File: src/rtl/qam_symbol_mapper.sv
// ============================================================================
// qam_symbol_mapper
// ----------------------------------------------------------------------------
// Purpose:
//   Takes right-aligned bit groups from the serial-to-parallel converter and
//   maps each one to a Gray-coded signed I/Q constellation point, either QPSK
//   or 16QAM. The mode travels with every symbol, so it can change on any
//   symbol boundary. Mapped symbols are buffered in a small first-word-fall-
//   through FIFO and presented to the pulse-shaping/DAC stage on a
//   valid/ready interface.
//
// Pipeline:
//   edge A : map register captures i_sym_in/i_sym_mod (i_sym_valid sampled)
//   edge B : mapped word enters the FIFO; if the FIFO was empty it is
//            presented on the output registers at this same edge
//
// Ports:
//   i_clk          in   1       single clock, rising edge
//   i_rst          in   1       synchronous reset, active-high
//   i_sym_in       in   4       bit group; QPSK uses [1:0], 16QAM uses [3:0]
//   i_sym_mod      in   1       0 = QPSK, 1 = 16QAM (qualified by i_sym_valid)
//   i_sym_valid    in   1       one strobe per bit group, no back-pressure
//   i_out_ready    in   1       downstream accepts the presented word
//   o_out_valid    out  1       o_i_out/o_q_out/o_out_mod hold a symbol
//   o_i_out        out  OUT_W   in-phase amplitude, two's complement
//   o_q_out        out  OUT_W   quadrature amplitude, two's complement
//   o_out_mod      out  1       mode of the presented symbol
//   o_fifo_level   out  clog2(FIFO_DEPTH)+1  entries held, incl. presented
//   o_overflow     out  1       sticky: at least one symbol was dropped
//   o_drop_cnt     out  16      only with QAM_DROP_CNT_EN: saturating count
//                               of dropped symbols
//
// Configuration macro:
//   QAM_DROP_CNT_EN  when defined, adds o_drop_cnt.
//
// Handshake (output side): a word transfers on a rising edge where
//   o_out_valid && i_out_ready. While o_out_valid=1 and i_out_ready=0 the
//   presented word is held stable, and o_out_valid only falls after a
//   transfer (or on reset). i_out_ready is ignored while o_out_valid=0.
// ============================================================================
module qam_symbol_mapper #(
    parameter int OUT_W      = 8,
    parameter int QAM_UNIT   = 32,
    parameter int QPSK_AMP   = 71,
    parameter int FIFO_DEPTH = 4
) (
    input  logic                            i_clk,
    input  logic                            i_rst,
    input  logic [3:0]                      i_sym_in,
    input  logic                            i_sym_mod,
    input  logic                            i_sym_valid,
    input  logic                            i_out_ready,
    output logic                            o_out_valid,
    output logic signed [OUT_W-1:0]         o_i_out,
    output logic signed [OUT_W-1:0]         o_q_out,
    output logic                            o_out_mod,
    output logic [$clog2(FIFO_DEPTH):0]     o_fifo_level,
    output logic                            o_overflow
`ifdef QAM_DROP_CNT_EN
    ,
    output logic [15:0]                     o_drop_cnt
`endif
);

    localparam int PTR_W   = $clog2(FIFO_DEPTH);
    localparam int LVL_W   = PTR_W + 1;
    localparam int WORD_W  = 2 * OUT_W + 1;
    localparam int MAX_POS = (1 << (OUT_W - 1)) - 1;

    // ------------------------------------------------------------------
    // Elaboration-time sanity checks
    // ------------------------------------------------------------------
    generate
        if ((3 * QAM_UNIT) > MAX_POS || QPSK_AMP > MAX_POS) begin : g_bad_levels
            $error("qam_symbol_mapper: 3*QAM_UNIT or QPSK_AMP does not fit in OUT_W signed");
        end
        if (FIFO_DEPTH < 2 || (FIFO_DEPTH & (FIFO_DEPTH - 1)) != 0) begin : g_bad_depth
            $error("qam_symbol_mapper: FIFO_DEPTH must be a power of 2 and >= 2");
        end
    endgenerate

    // Constellation levels, truncated to OUT_W bits
    localparam logic [OUT_W-1:0] C_QAM_P3  = OUT_W'(3 * QAM_UNIT);
    localparam logic [OUT_W-1:0] C_QAM_P1  = OUT_W'(QAM_UNIT);
    localparam logic [OUT_W-1:0] C_QAM_M1  = OUT_W'(-QAM_UNIT);
    localparam logic [OUT_W-1:0] C_QAM_M3  = OUT_W'(-3 * QAM_UNIT);
    localparam logic [OUT_W-1:0] C_QPSK_P  = OUT_W'(QPSK_AMP);
    localparam logic [OUT_W-1:0] C_QPSK_M  = OUT_W'(-QPSK_AMP);

    // Gray decode of one 16QAM axis: 00 -> -3U, 01 -> -1U, 11 -> +1U, 10 -> +3U
    function automatic logic [OUT_W-1:0] qam_axis(input logic [1:0] bits);
        logic [OUT_W-1:0] lvl;
        lvl = C_QAM_M3;
        case (bits)
            2'b00:   lvl = C_QAM_M3;
            2'b01:   lvl = C_QAM_M1;
            2'b11:   lvl = C_QAM_P1;
            2'b10:   lvl = C_QAM_P3;
            default: lvl = C_QAM_M3;
        endcase
        return lvl;
    endfunction

    // ------------------------------------------------------------------
    // Map stage
    // ------------------------------------------------------------------
    logic [OUT_W-1:0] w_map_i_new;
    logic [OUT_W-1:0] w_map_q_new;

    // QPSK ignores bits [3:2]: I from bit 1, Q from bit 0
    assign w_map_i_new = i_sym_mod ? qam_axis(i_sym_in[3:2])
                                   : (i_sym_in[1] ? C_QPSK_P : C_QPSK_M);
    assign w_map_q_new = i_sym_mod ? qam_axis(i_sym_in[1:0])
                                   : (i_sym_in[0] ? C_QPSK_P : C_QPSK_M);

    logic             r_map_valid;
    logic             r_map_mod;
    logic [OUT_W-1:0] r_map_i;
    logic [OUT_W-1:0] r_map_q;

    always_ff @(posedge i_clk) begin
        if (i_rst) begin
            r_map_valid <= 1'b0;
            r_map_mod   <= 1'b0;
            r_map_i     <= '0;
            r_map_q     <= '0;
        end else begin
            r_map_valid <= i_sym_valid;
            if (i_sym_valid) begin
                r_map_mod <= i_sym_mod;
                r_map_i   <= w_map_i_new;
                r_map_q   <= w_map_q_new;
            end
        end
    end

    logic [WORD_W-1:0] w_map_word;
    assign w_map_word = {r_map_mod, r_map_i, r_map_q};

    // ------------------------------------------------------------------
    // Output FIFO (first-word-fall-through)
    //   r_level counts every stored word, including the one presented on
    //   the output registers. The output registers always hold a copy of
    //   the storage head, refreshed from the post-edge head so a pop shows
    //   the next word on the same edge.
    // ------------------------------------------------------------------
    logic [WORD_W-1:0] r_mem [FIFO_DEPTH];
    logic [PTR_W-1:0]  r_rd_ptr;
    logic [PTR_W-1:0]  r_wr_ptr;
    logic [LVL_W-1:0]  r_level;
    logic              r_out_valid;
    logic              r_out_mod;
    logic [OUT_W-1:0]  r_out_i;
    logic [OUT_W-1:0]  r_out_q;
    logic              r_overflow;

    logic              w_full;
    logic              w_do_pop;
    logic              w_do_push;
    logic              w_drop;
    logic [LVL_W-1:0]  w_lvl_after_pop;
    logic [PTR_W-1:0]  w_rd_after_pop;
    logic [LVL_W-1:0]  w_level_next;
    logic [WORD_W-1:0] w_head_next;

    assign w_full    = (r_level == LVL_W'(FIFO_DEPTH));
    assign w_do_pop  = r_out_valid && i_out_ready;
    // A push into a full FIFO still succeeds when the head leaves on the same edge
    assign w_do_push = r_map_valid && (!w_full || w_do_pop);
    assign w_drop    = r_map_valid && !w_do_push;

    assign w_lvl_after_pop = r_level - LVL_W'(w_do_pop);
    assign w_rd_after_pop  = r_rd_ptr + PTR_W'(w_do_pop);
    assign w_level_next    = w_lvl_after_pop + LVL_W'(w_do_push);

    // Head after this edge: the oldest remaining stored word, or the word
    // being pushed now when nothing else remains.
    assign w_head_next = (w_lvl_after_pop != '0) ? r_mem[w_rd_after_pop] : w_map_word;

    // Storage array carries no reset; r_level qualifies its contents
    always_ff @(posedge i_clk) begin
        if (w_do_push) begin
            r_mem[r_wr_ptr] <= w_map_word;
        end
    end

    always_ff @(posedge i_clk) begin
        if (i_rst) begin
            r_rd_ptr    <= '0;
            r_wr_ptr    <= '0;
            r_level     <= '0;
            r_out_valid <= 1'b0;
            r_out_mod   <= 1'b0;
            r_out_i     <= '0;
            r_out_q     <= '0;
            r_overflow  <= 1'b0;
        end else begin
            // Pointers wrap naturally because FIFO_DEPTH is a power of 2
            r_rd_ptr <= w_rd_after_pop;
            if (w_do_push) begin
                r_wr_ptr <= r_wr_ptr + PTR_W'(1);
            end
            r_level     <= w_level_next;
            r_out_valid <= (w_level_next != '0);
            // When the FIFO drains, the last word stays on the data outputs
            if (w_level_next != '0) begin
                r_out_mod <= w_head_next[WORD_W-1];
                r_out_i   <= w_head_next[2*OUT_W-1:OUT_W];
                r_out_q   <= w_head_next[OUT_W-1:0];
            end
            if (w_drop) begin
                r_overflow <= 1'b1;
            end
        end
    end

`ifdef QAM_DROP_CNT_EN
    // Saturating count of dropped symbols
    logic [15:0] r_drop_cnt;

    always_ff @(posedge i_clk) begin
        if (i_rst) begin
            r_drop_cnt <= '0;
        end else if (w_drop && r_drop_cnt != 16'hFFFF) begin
            r_drop_cnt <= r_drop_cnt + 16'd1;
        end
    end

    assign o_drop_cnt = r_drop_cnt;
`else
    // Without the counter, drops are reported only by the sticky flag
`endif

    assign o_out_valid  = r_out_valid;
    assign o_i_out      = r_out_i;
    assign o_q_out      = r_out_q;
    assign o_out_mod    = r_out_mod;
    assign o_fifo_level = r_level;
    assign o_overflow   = r_overflow;

endmodule

File: config.mk
export PLATFORM = sky130hd
export DESIGN_NAME = qam_symbol_mapper
export DESIGN_NICKNAME = d
export VERILOG_FILES = /design/src/rtl/qam_symbol_mapper.sv
export SDC_FILE = /design/constraint.sdc
export NUM_CORES = 1
export LEC_CHECK = 0
export CAP_MARGIN = 25
export CORE_ASPECT_RATIO = 1.4
export CORE_MARGIN = 2
export CORE_UTILIZATION = 55
export CTS_CLUSTER_DIAMETER = 200
export DETAILED_ROUTE_END_ITERATION = 16
export PLACE_DENSITY_LB_ADDON = 0.3
export SYNTH_ARGS = -nofsm -noshare
export SYNTH_HDL_FRONTEND = slang
export SYNTH_SLANG_ARGS = --single-unit
export TNS_END_PERCENT = 30
File: constraint.sdc
create_clock -name i_clk -period 3.26 [get_ports i_clk]
set_input_delay 0.652 -clock i_clk [delete_from_list [all_inputs] [get_ports i_clk]]
set_output_delay 0.652 -clock i_clk [all_outputs]
set_load 0.01 [all_outputs]
==> results of run 1 <==
cells in the mapped netlist, types with 2 or more instances:
cell type / number / area share
a211oi_1: 4 / 0.0090
a21oi_1: 6 / 0.0090
a2bb2oi_1: 2 / 0.0053
a311oi_1: 4 / 0.011
a311oi_2: 8 / 0.036
and2_1: 5 / 0.0094
and3_1: 2 / 0.0038
buf_1: 2 / 0.0023
buf_2: 3 / 0.0045
buf_4: 7 / 0.016
clkbuf_1: 2 / 0.0023
dfxtp_1: 34 / 0.20
edfxtp_1: 48 / 0.43
ha_1: 11 / 0.041
inv_1: 11 / 0.012
mux2i_1: 3 / 0.0090
mux4_2: 11 / 0.074
nand2_1: 28 / 0.032
nand2b_1: 2 / 0.0038
nor2_1: 29 / 0.033
nor2b_1: 4 / 0.0075
xnor2_1: 2 / 0.0053
xor2_1: 2 / 0.0053
per-layer routing:
layer  routed length, um  vias up  track usage
met5                   0        -            0
met3                 223        8       0.0513
met2                2960       41        0.322
met4                  82        0       0.0833
li1                    -      939            -
met1                2510      898        0.228
worst min-delay path, cell delays in order (launching register included):
cell and delay [ps]:
dfxtp_1 340, a41oi_1 50, nor2_1 70
cell type report:
class | instances | share of cell area
clock buffer | 10 | 0.0329
clock inverter | 6 | 0.00872
inverter | 12 | 0.0116
multi-input combinational | 131 | 0.276
sequential | 82 | 0.548
tap | 70 | 0.0226
timing repair buffer | 40 | 0.100
flip-flops by register name, indices dropped and copies added (netlist names), 2 cells and up:
register      cells
r_mem            48
o_i_out           6
r_map_i           6
o_q_out           5
r_map_q           5
o_fifo_level      3
r_rd_ptr          2
r_wr_ptr          2
power groups by stage:
stage / sequential, mW / combinational (mW) / clock (mW)
CTS: 1.30 / 1.21 / 0.627
detailed placement: 1.33 / 1.21 / 0
finish: 1.30 / 1.19 / 0.611
global placement: 1.32 / 1.18 / 0
global route: 1.32 / 1.32 / 0.664
floorplan: 1.34 / 0.870 / 0
stage by stage:
stage / utilization / hold WS (ps) / power (mW) / setup slack (ps)
floorplan: - / 481 / 2.21 / 917
global placement: 0.633 / 485 / 2.50 / 306
detailed placement: 0.633 / 483 / 2.53 / 193
CTS: 0.661 / 507 / 3.14 / 569
global route: 0.661 / 525 / 3.30 / 358
finish: 0.661 / 501 / 3.11 / 560
cell families after synthesis:
kind of cell               after synthesis  synth area share
DFF                                     82             0.637
and+or+nand+nor                         73            0.0939
AOI/OAI and AO/OA                       27            0.0774
buffers and inverters                   27            0.0417
muxes                                   15            0.0913
adders and majority gates               11            0.0413
xor gates and xnor gates                 5            0.0173
path summary, 6_finish.rpt:
kind | slack (ps) | endpoint | startpoint | depth (start not counted)
setup / recovery | 560 | o_q_out[7] | i_out_ready | 11
hold reg to reg | 500 | o_overflow | o_overflow | 2
setup reg to reg | 960 | o_q_out[7] | o_out_valid | 10
hold / removal | 500 | o_overflow | o_overflow | 2
==> impl_metrics.ini, run 1 <==
[global_routing]
grt_pass1_vias = 1884
grt_pass1_wl_um = 9260
grtUsageTotal = 0.189
antenna_found_initial = 0
grt.overflow.total = 0
grt_max_degree = 25

[logic_synthesis]
yosys_warnings = 0
yosysUniqueCellTypes = 33
syn_area_um2 = 3330
syn_area_per_cell_um2 = 13.9
async_flop_share = 0
netlist_instances = 240
syn_nets = 260
synth_edf_count = 48
ys_seq_area_frac = 0.637
ys.flop_type = edfxtp_1
ys_ff_latch = 82

[route]
vias = 1886
routed_wl_um = 5780
ant_nets = 0
dr.pass1.iters = 4
first_iter_violations = 60
drc = 0
wl_per_cell_um = 16.5
via_per_inst = 5.37

[timing]
fin_skew_ps = 11.1
setup_viol = 0
timing.final.crit_period_ps = 2700
max_freq_ghz = 0.370
hold_violations = 0
slew_violations = 0
worst_slew_pin_slew_ps = 594
rsz0062_at_grt = false
relSlewSlack = 0.603
min_period_over_period = 0.828
fin_setup_tns_ps = 0

[worst_setup_path]
cpPeakStageDelay_ps = 430
crit_buf_inv = 3
worstPathRequired_ps = 3520
cpMostUsedCell = ha_1
worstPathMaxFanout = 24
crit_type = input pin to flip-flop
cp_cell_sequence = clkdlybuf4s50_1 > nand2_1 > inv_1 > ha_1 > ha_1 > inv_1 > ha_1 > xnor3_1 > nand2_2 > nor2_1 > a311oi_1
cpMaxStageDelayCell = nand2_2
end_kind = flip-flop
path_delay_family = adder cells
arrival_ps = 2960
cp-start-kind = input pin

[cts]
htree_levels = 3
cts_resized = 0
cts_hold_buf = 0
cts_root_buf = clkbuf_8
clkSlewWorstSetupHoldPaths_ps = 80
cts_tree = yes
clock_latency_ps = 350
cts-buffers-inserted = 9
post_cts_buffers = 0
clockBufferDepth = 2
clock-sinks = 82

[finish]
drive_gt1_frac = 0.157
finalNetCount = 296
seq_area_um2 = 2120
antenna_cells = 0
layout_commonest_cell = edfxtp_1
fill_cells = 451
multi_input_area_um2 = 1070
area_growth_pct = 16.3
final_cell_mix = edfxtp_1, dfxtp_1, clkdlybuf4s50_1, nor2_1, nand2_1
instances_no_fill = 351
final_area_um2 = 3870

[power]
p_per_area_nw_per_um2 = 802
leakage_nw = 1.42
swShare = 0.341
clockPowerShare = 0.197
power.share.combinational = 0.385
p_switching_mw = 1.06
p_int_mw = 2.05
max-vdd-ir-drop_v = 0.000418
pwr-share-seq = 0.419

[die]
die_h_um = 96.1
num_io_pins = 31
rows = 33
die_x_um = 69.8
coreArea_um2 = 5860
die_area_um2 = 6700
initial_utilization = 0.568

[placed_design]
placed_area_um2 = 3710
place_hpwl_um = 3960
gp_congestion = 0.718
placed_cells = 335
port_buffers = 30

[job]
cap_violations = 0

[run_status]
status = finished clean

[hold_path]
hold_class = flip-flop to flip-flop
No activity file was read; power rests on OpenSTA's default activity.
==> inputs of run 2 (changes only) <==
==> constraint.sdc (replaced) <==
create_clock -name i_clk -period 2.6 [get_ports i_clk]
set_input_delay 0.52 -clock i_clk [delete_from_list [all_inputs] [get_ports i_clk]]
set_output_delay 0.52 -clock i_clk [all_outputs]
set_load 0.01 [all_outputs]
==> run 2 against run 1 <==
Effect of this change:
- worst setup slack got worse by 290 ps
- global-route usage rose by 0.54 points
- utilization rose by 2.0 points
- register-to-register slack got worse by 410 ps
- via count rose by 4.2%
- die area did not move
- wire length rose by 1.6%
- clock power rose by 46%
- combinational power rose by 50%
- critical path type unchanged
- largest cell class unchanged
- largest power group is now combinational cells
- highest routed layer unchanged
==> impl_metrics.ini, run 2 (synthesized netlist as in run 1, its figures left out) <==
[route]
ant_nets = 0
dr.pass1.iters = 4
first_iter_violations = 102
via_per_inst = 5.48
routed_wl_um = 5870
drc = 0
wl_per_cell_um = 16.4
vias = 1966

[die]
num_io_pins = 31
initial_utilization = 0.568
die_x_um = 69.8
coreArea_um2 = 5860
rows = 33
die_h_um = 96.1
die_area_um2 = 6700

[power]
leakage_nw = 1.48
max-vdd-ir-drop_v = 0.000713
p_total_mw = 4.30
p_per_area_nw_per_um2 = 1080

[cts]
clock_latency_ps = 350
clock-sinks = 82
cts_tree = yes
htree_levels = 3
post_cts_buffers = 0
cts-buffers-inserted = 9
clockBufferDepth = 2
cts_root_buf = clkbuf_8
cts_resized = 0
cts_hold_buf = 0
clkSlewWorstSetupHoldPaths_ps = 80

[global_routing]
grt.overflow.total = 0
grt_pass1_vias = 1920
antenna_found_initial = 0
grt_max_degree = 25
grtUsageTotal = 0.195
grt_pass1_wl_um = 9560

[placed_design]
port_buffers = 30
place_hpwl_um = 3960
gp_congestion = 0.750
dp_slack_ps = -63.4

[finish]
final_cell_mix = edfxtp_1, dfxtp_1, clkdlybuf4s50_1, nor2_1, nand2_1
max_flop_register = r_mem
antenna_cells = 0
post-route-util = 0.681
layout_commonest_cell = edfxtp_1
drive_gt1_frac = 0.183
fill_cells = 421
largest_reg_flops = 48
finalNetCount = 304
area_growth_pct = 19.9

[hold_path]
hold_class = flip-flop to flip-flop

[worst_setup_path]
cp-start-kind = input pin
crit_type = input pin to flip-flop
arrival_ps = 2590
end_kind = flip-flop
worstPathRequired_ps = 2860
worstPathMaxFanout = 24

[timing]
worst_slack_ps = 266
whs_ps = 485
fin_skew_ps = 9.09
min_period_over_period = 0.898
worst_slew_pin_slew_ps = 574
max_freq_ghz = 0.428
hold_violations = 0
setup_viol = 0
relSlewSlack = 0.616
timing.final.crit_period_ps = 2330
rsz0062_at_grt = false
slew_violations = 0

[run_status]
status = finished clean

[job]
cap_violations = 0
-- run 2: changes by cell type in the layout (fill, tap and decap cells not counted) --
cell and delta:
clkinv_1 -1, clkbuf_8 +1, clkinvlp_4 +1, buf_4 +6, buf_12 +2, bufinv_16 +1, clkinv_2 -1, clkinv_4 -1
-- run 2: where the power goes --
part	leakage [nW]	internal (mW)	switching, mW
clock network	0.0930	0.465	0.428
logic	0.665	0.900	0.877
registers	0.725	1.53	0.0941
total	1.48	2.90	1.40
-- run 2: final cells by class --
| type | instances | area, um2 | area share |
|---|---|---|---|
| Sequential cell | 82 | 2120 | 0.531 |
| Clock buffer | 11 | 141 | 0.0354 |
| Clock inverter | 5 | 53.8 | 0.0135 |
| Inverter | 12 | 45.0 | 0.0113 |
| Timing Repair Buffer | 48 | 473 | 0.118 |
| Tap cell | 70 | 87.6 | 0.0219 |
| Multi-Input combinational cell | 131 | 1070 | 0.268 |
-- run 2: per-layer routing --
layer,up-vias,share of wire,track usage
met5,-,0,0
met4,0,0.023,0.107
met3,9,0.032,0.0387
met2,45,0.52,0.331
met1,955,0.43,0.235
li1,957,-,-
-- run 2: path summary, 6_finish.rpt --
kind / from / endpoint / slack [ps] / depth (start not counted)
worst max-delay path: i_out_ready / o_i_out[4] / 270 / 11
worst min-delay path: o_overflow / o_overflow / 480 / 2
worst max register to register: o_out_valid / o_i_out[4] / 550 / 11
worst min register to register: o_overflow / o_overflow / 480 / 2
-- run 2: stage by stage --
step | instance area [um2] | setup TNS, ps | cells
after global placement | 3800 | 0 | 343
after detailed placement | 3800 | -506 | 343
after CTS | 3990 | 0 | 359
after floorplan | 3330 | 0 | 240
after global routing | 3990 | 0 | 359
final | 3990 | 0 | 359
-- run 2: critical path: stages --
cell and delay (ps):
clkdlybuf4s50_1 460, nand2_1 60, buf_4 140, a31oi_1 250
ha_1 190, ha_1 140, xnor3_1 240, nand2_2 100
buf_12 170, nor2_1 60, a311oi_1 250
==> inputs of run 3 (changes only) <==
--- a/config.mk
+++ b/config.mk
@@ -11,6 +11,7 @@
 export CORE_UTILIZATION = 55
 export CTS_CLUSTER_DIAMETER = 200
 export DETAILED_ROUTE_END_ITERATION = 16
+export HOLD_SLACK_MARGIN = 0.15
 export PLACE_DENSITY_LB_ADDON = 0.3
 export SYNTH_ARGS = -nofsm -noshare
 export SYNTH_HDL_FRONTEND = slang
==> constraint.sdc (replaced) <==
create_clock -name i_clk -period 2.7 [get_ports i_clk]
set_input_delay 0.54 -clock i_clk [delete_from_list [all_inputs] [get_ports i_clk]]
set_output_delay 0.54 -clock i_clk [all_outputs]
set_load 0.01 [all_outputs]
==> run 3 against run 2 <==
Effect of this change:
- register-to-register slack better by 20 ps
- clock power is 8.1% higher
- wire length is 2.9% higher
- sequential power is 4% lower
- sequential share of layout area is 0.22 points lower
- largest cell class unchanged
- clock skew hardly changed
- highest routed layer unchanged
- sequential cell count stayed put
- die area stayed put
- clock-buffer cell count stayed put
==> impl_metrics.ini, run 3 (synthesized netlist as in run 1, its figures left out) <==
[cts]
htree_levels = 3
post_cts_buffers = 0
cts_resized = 0
clock-sinks = 82
clockBufferDepth = 2
clock_latency_ps = 350
cts-buffers-inserted = 9
cts_tree = yes
clkSlewWorstSetupHoldPaths_ps = 80
cts_root_buf = clkbuf_8
cts_hold_buf = 0

[timing]
fin_skew_ps = 9.05
slew_violations = 0
rsz0062_at_grt = false
max_freq_ghz = 0.418
timing.final.crit_period_ps = 2390
relSlewSlack = 0.634
hold_violations = 0
setup_viol = 0
worst_slew_pin_slew_ps = 547
min_period_over_period = 0.886

[power]
p_total_mw = 4.21
leakage_nw = 1.50
max-vdd-ir-drop_v = 0.000586
p_switching_mw = 1.35
power.share.combinational = 0.399
p_per_area_nw_per_um2 = 1050
pwr-share-seq = 0.372
swShare = 0.321
p_int_mw = 2.86
clockPowerShare = 0.229

[die]
initial_utilization = 0.568
die_h_um = 96.1
coreArea_um2 = 5860
die_x_um = 69.8
rows = 33
die_area_um2 = 6700
num_io_pins = 31

[worst_setup_path]
worstSetupStartpoint = i_out_ready
worstPathRequired_ps = 2950
arrival_ps = 2650
crit_type = input pin to flip-flop
r2r_start = o_out_valid
cp-start-kind = input pin
worstPathMaxFanout = 24
end_kind = flip-flop

[placed_design]
gp_congestion = 0.783
place_hpwl_um = 4080
placed_cells = 342
port_buffers = 30

[job]
cap_violations = 0

[global_routing]
grtUsageTotal = 0.199
grt_max_degree = 25
antenna_found_initial = 0
grt.overflow.total = 0
grt_pass1_vias = 1989
grt_pass1_wl_um = 9650

[hold_path]
hold_start = o_overflow
hold_class = flip-flop to flip-flop

[finish]
antenna_cells = 0
largest_reg_flops = 48
area_growth_pct = 20.4
finalNetCount = 303
drive_gt1_frac = 0.181
layout_commonest_cell = edfxtp_1
max_flop_register = r_mem
final_cell_mix = edfxtp_1, dfxtp_1, clkdlybuf4s50_1, nor2_1, nand2_1
instances_no_fill = 358

[route]
vias = 1977
wl_per_cell_um = 16.9
routed_wl_um = 6050
first_iter_violations = 119
dr.pass1.iters = 7
via_per_inst = 5.52
drc = 0
ant_nets = 0

[run_status]
status = finished clean
## run 3: cell types whose count changed in the layout (fill, tap and decap cells not counted), sizes merged
cell      previous run  this run
clkinvlp             2         0
buf                 18        17
bufinv               1         2
clkinv               3         4
## run 3: power by group through the flow
stage	sequential, mW	clock [mW]	combinational, mW
2_1_floorplan	1.62	0	1.05
3_3_place_gp	1.59	0	1.64
3_5_place_dp	1.60	0	1.69
4_1_cts	1.57	0.973	1.70
5_1_grt	1.59	1.01	1.82
6_report	1.57	0.965	1.68
## run 3: area by class of cell
cell class	instances	area, um2
inverter	12	45.0
sequential	82	2120
timing repair buffer	47	465
clock inverter	5	77.6
tap	70	87.6
clock buffer	11	141
multi-input combinational	131	1070
fill	428	1850
## run 3: metrics by stage
step	TNS, ps	setup slack [ps]	utilization	hold slack [ps]	cell area, um2
after floorplan	0	469	-	481	3330
after global placement	0	51.6	0.646	476	3790
after detailed placement	-145	-70.0	0.646	479	3790
after CTS	0	293	0.684	502	4010
after global routing	0	203	0.684	529	4010
final	0	307	0.684	492	4010
## run 3: final timing paths
kind	endpoint	slack (ps)	cells past startpoint
min reg2reg	o_overflow	490	2
max reg2reg	o_i_out[2]	570	11
max	o_i_out[2]	310	11
min	o_overflow	490	2
## run 3: layer usage
metal,GRT usage,vias to the layer above,share of wire
li1,-,950,-
met1,0.219,959,0.39
met2,0.362,60,0.54
met3,0.0503,8,0.046
met4,0.0946,0,0.017
met5,0,-,0
## run 3: critical path, stage by stage
cell and delay [ps]:
clkdlybuf4s50_1 450, nand2_1 60, buf_4 140, a31oi_1 230, ha_1 190, ha_1 150, xnor3_1 260, nand2_2 110
buf_12 170, nor2_1 60, a311oi_1 270
==> edit 1: new RTL, config.mk and constraints of run 1 <==
Build with the macro `QAM_DROP_CNT_EN` defined.
--- a/src/rtl/qam_symbol_mapper.sv
+++ b/src/rtl/qam_symbol_mapper.sv
@@ -38,6 +38,8 @@
 //   presented word is held stable, and o_out_valid only falls after a
 //   transfer (or on reset). i_out_ready is ignored while o_out_valid=0.
 // ============================================================================
+`define QAM_DROP_CNT_EN
+
 module qam_symbol_mapper #(
     parameter int OUT_W      = 8,
     parameter int QAM_UNIT   = 32,
Check against the original RTL (old outputs only; new: o_drop_cnt): equivalent (equiv_simple and equiv_induct, registers matched by name and starting in step).
==> edit 1 against run 1 <==
- sequential cell count grew 16
- synthesized cell count up 45%
- total power rose by 10%
- routed wire length rose by 47%
- worst setup slack worse by 46 ps
- global-route usage rose by 3.2 points
- synthesized area is 26% higher
- final area rose by 28%
==> edit 1: results (changes against run 1) <==
stage	metric	value	unit	change
final_layout	fill_cells	565		+25%
logic_synthesis	ys_types	48		+45%
cts	root_buffer	clkbuf_8		
setup_path	crit_fanout	19		-21%
final_layout	fin_util	67.4	%	+1.3 points
cts	cts_resized	0		unchanged
drt	wirelength	8.49	mm	+47%
cts	clock_latency	370	ps	+20 ps
placed_design	gp_congestion	0.857		+19%
setup_path	critical_path.max_stage_delay	400	ps	-30 ps
cts	clkTransAtPathRegs	90	ps	
drt	firstDrtPassIters	4		unchanged
logic_synthesis	ys.flop_type	dfxtp_1		
setup_path	critical-path-top-delay-family	buffers and inverters		
logic_synthesis	synth_warnings	0		unchanged
logic_synthesis	synth-async-reset-ratio	0	%	unchanged
cts	clk_path_buf_depth	2		unchanged
sta	setup_viol	0		unchanged
worst_hold_path	hp-class	flip-flop to flip-flop		
final_layout	nNetsFinal	420		+42%
final_layout	antennaDiodeCount	0		unchanged
run_status	status	finished clean		
final_layout	drive_gt1_share	14.1	%	-1.5 points
drt	drt_iter0_markers	135		+130%
final_layout	largest_reg_flops	48		unchanged
placed_design	placed_cell_area	4760	um2	+28%
logic_synthesis	synth_edf_count	48		unchanged
cts	htree_levels	3		unchanged
cts	cts_setup_buffers	0		unchanged
sta	fin_worst_skew	11.7	ps	+0.647 ps
logic_synthesis	synthesis.nets	368		+42%
global_route	grt_use_total	22.2	%	+3.2 points
global_route	grt_overflow	0		unchanged
placed_design	io_buffer_count	46		+53%
global_route	grt_pass1_wl	13.9	mm	+50%
global_route	grt_max_degree	24		-4.0%
setup_path	crit_arrival	2990	ps	+30 ps
logic_synthesis	ys_seq_area_share	58.4	%	-5.3 points
placed_design	dpl.hpwl	5.89	mm	+49%
cts	cts_buffers	9		unchanged
sta	tightestPinTransition	842	ps	+248 ps
setup_path	crit_slowest_cell	clkdlybuf4s50_1		
power	p_leak	1.75	nW	+23%
drt	drc_errors	0		unchanged
logic_synthesis	synthTopCellsByArea	edfxtp_1, dfxtp_1, mux4_2		
global_route	grt_pass1_vias	2972		+58%
placed_design	dp_slack	139	ps	-53.5 ps
global_route	antenna_found_initial	0		unchanged
logic_synthesis	synth_commonest_cells	dfxtp_1, edfxtp_1, nand2_1		
placed_design	dp_cells	485		+45%
power	switching_share	32.2	%	-1.8 points
logic_synthesis	synth.avg_cell_area	12.1	um2	-13%
drt	vias_per_cell	5.78		+7.5%
sta	fin_setup_tns	0	ps	unchanged
power	ir_drop	0.431	mV	+3.0%
final_layout	top_register	r_mem		
drt	num_vias	2894		+53%
[edit 1: cell types whose count changed in the layout (fill, tap and decap cells not counted), sizes merged, moves of 9 or more]
cell           delta
a21oi            +10
a311oi            -9
a31oi             +9
clkdlybuf4s50    +16
dfxtp            +16
o21ai            +13
[edit 1: worst paths after layout]
path | slack (ps) | cells after the start | start | end
setup / recovery | 510 | 12 | i_out_ready | o_i_out[2]
hold / removal | 470 | 2 | o_overflow | o_overflow
setup reg to reg | 880 | 11 | o_out_valid | o_i_out[2]
hold reg to reg | 470 | 2 | o_overflow | o_overflow
[edit 1: layer usage]
| metal | vias to the layer above | track usage (%) | share of wire (%) |
|---|---|---|---|
| met3 | 14 | 6.06 | 4.9 |
| met2 | 103 | 40.0 | 56 |
| li1 | 1392 | - | - |
| met5 | - | 0 | 0 |
| met1 | 1385 | 23.5 | 37 |
| met4 | 0 | 10.8 | 2.2 |
[edit 1: cell families after synthesis]
kind of cell | count (synthesis) | synth area share (%)
AO/OA/AOI/OAI | 61 | 9.36
XOR/XNOR | 5 | 1.41
adder cells (fa/ha/maj) | 12 | 3.59
buffers and inverters | 36 | 4.22
flip-flops | 98 | 58.4
multiplexers | 20 | 8.53
AND/OR/NAND/NOR | 115 | 14.5
[edit 1: power by group through the flow]
stage	sequential [mW]	clock (mW)	combinational (mW)
2_1_floorplan	1.54	0	0.709
3_3_place_gp	1.53	0	1.10
3_5_place_dp	1.53	0	1.13
4_1_cts	1.51	0.796	1.14
5_1_grt	1.52	0.847	1.25
6_report	1.51	0.780	1.13
[edit 1: worst register-to-register path, cell delays in order (launching register included)]
cell	delay (ps)
dfxtp_1	330
nand2_1	160
inv_1	80
ha_1	180
ha_1	290
inv_1	70
ha_1	150
xor3_1	230
or3_1	340
buf_4	210
o21ai_0	160
a31oi_1	60
[edit 1: cell type report]
cell class,count,area share [%]
sequential,98,49.2
multi-input combinational,213,31.5
clock inverter,5,0.857
clock buffer,11,3.28
tap,97,2.45
inverter,17,1.29
timing repair buffer,60,11.4
==> edit 2: new RTL, flow settings as in run 1 <==
Without the edit above. Put one more register stage on the output `o_fifo_level`, without a reset. The value now appears one clock later. The other outputs are not delayed to match.
--- a/src/rtl/qam_symbol_mapper.sv
+++ b/src/rtl/qam_symbol_mapper.sv
@@ -235,7 +235,9 @@
     assign o_i_out      = r_out_i;
     assign o_q_out      = r_out_q;
     assign o_out_mod    = r_out_mod;
-    assign o_fifo_level = r_level;
+    always_ff @(posedge i_clk) begin
+        o_fifo_level <= r_level;
+    end
     assign o_overflow   = r_overflow;
 
 endmodule
Function: changed (Yosys sat finds a counterexample within 4 cycles, from zero or initial values and one cycle with i_rst high).
==> edit 2 against run 1 <==
- sequential cell count increased by 3
- sequential share of layout area grew 0.78 points
- non-clock buffer count shrank 3
- synthesized area is 1.8% higher
- worst setup slack better by 29 ps
- worst hold slack worse by 120 ps
- synthesized cell count rose by 1.3%
- total power rose by 3.6%
- routed wire length shrank 5.6%
- final area rose by 1.4%
- cell count stayed put
==> edit 2: results (changes against run 1) <==
stage	metric	value	unit	change
power	p_int	2.16	mW	+5.6%
setup_path	crit_fanout	24		unchanged
final_layout	num-nonclk-buffers	37		-7.5%
global_route	grt_pass1_wl	9.30	mm	+0.45%
global_route	grt_overflow	0		unchanged
cts	clock_latency	340	ps	
logic_synthesis	ys_seq_area_share	64.4	%	+0.64 points
final_layout	largest_reg_flops	48		unchanged
cts	cts_resized	0		unchanged
cts	cts_buffers	9		unchanged
global_route	grt_use_total	17.8	%	-1.2 points
final_layout	clkCellAreaFrac	4.84	%	+0.68 points
setup_path	critical_path.max_stage_delay	410	ps	-20 ps
sta	tightestPinTransition	579	ps	-14.6 ps
logic_synthesis	synth_commonest_cells	edfxtp_1, dfxtp_1, nor2_1		
final_layout	seq_area	2180	um2	+2.8%
final_layout	inverters	12		unchanged
setup_path	r2r_cells	10		unchanged
final_layout	antennaDiodeCount	0		unchanged
placed_design	io_buffer_count	30		unchanged
logic_synthesis	synthTopCellsByArea	edfxtp_1, dfxtp_1, mux4_2		
logic_synthesis	synth_edf_count	48		unchanged
setup_path	reg2reg_setup_slack	980	ps	+20 ps
cts	cts_setup_buffers	0		unchanged
logic_synthesis	ys_types	33		unchanged
setup_path	startpoint	i_out_ready		
setup_path	critPathCapture	o_q_out[7]		
final_layout	fill_cells	441		-2.2%
logic_synthesis	synthesis.nets	263		+1.2%
global_route	grt_max_degree	25		unchanged
final_layout	buf_share	8.98	%	-1.0 points
power	ir_drop	0.321	mV	-23%
drt	num_vias	1936		+2.7%
logic_synthesis	synth-async-reset-ratio	0	%	unchanged
placed_design	gp_congestion	0.745		+3.7%
final_layout	nClkBuffers	10		unchanged
logic_synthesis	synth_warnings	0		unchanged
run_status	status	finished clean		
placed_design	dpl.hpwl	3.80	mm	-3.9%
cts	htree_levels	3		unchanged
sta	fin_worst_skew	6.43	ps	-4.65 ps
power	p_leak	1.44	nW	+1.0%
final_layout	multi_input_comb_cells	131		unchanged
cts	numClockSinks	85		+3.7%
drt	drt_iter0_markers	121		+100%
drt	wirelength	5.46	mm	-5.6%
final_layout	drive_gt1_share	14.9	%	-0.71 points
drt	firstDrtPassIters	4		unchanged
setup_path	crit_arrival	2920	ps	-40 ps
edit 2: worst min-delay path by stage:
stage / start / end / slack (ps) / cells after the start
detailed placement: r_level[1] / o_fifo_level[1] / 370 / 0
finish: r_level[1] / o_fifo_level[1] / 380 / 0
floorplan: r_level[0] / o_fifo_level[0] / 350 / 0
global placement: r_level[1] / o_fifo_level[1] / 370 / 0
CTS: r_level[1] / o_fifo_level[1] / 380 / 0
global route: r_level[0] / o_fifo_level[0] / 390 / 0
edit 2: cell families after synthesis:
| group | share of synthesized area, % |
|---|---|
| mux | 8.97 |
| flops | 64.4 |
| xor+xnor | 1.70 |
| fa+ha+maj | 4.06 |
| simple gates | 9.22 |
| compound gates | 7.60 |
| buf+inv | 4.10 |
edit 2: power by group through the flow:
| stage | clock network (mW) | registers [mW] | logic, mW |
|---|---|---|---|
| 2_1_floorplan | 0 | 1.40 | 0.871 |
| 3_3_place_gp | 0 | 1.37 | 1.14 |
| 3_5_place_dp | 0 | 1.38 | 1.17 |
| 4_1_cts | 0.723 | 1.35 | 1.18 |
| 5_1_grt | 0.769 | 1.37 | 1.29 |
| 6_report | 0.704 | 1.35 | 1.16 |
edit 2: layer usage:
metal	vias to the layer above	GRT usage (%)	share of wire, %
met3	10	3.54	3.8
met5	-	0	0
met4	0	8.43	1.7
met2	60	29.8	50
met1	920	21.9	44
li1	946	-	-
edit 2: through the flow:
step	setup slack (ps)	cells	util, %	cell area (um2)
after global placement	290	335	63.3	3740
after CTS	591	351	66.5	3930
after detailed placement	229	335	63.3	3740
final	589	351	66.5	3930
after global routing	370	351	66.5	3930
after floorplan	917	243	-	3390
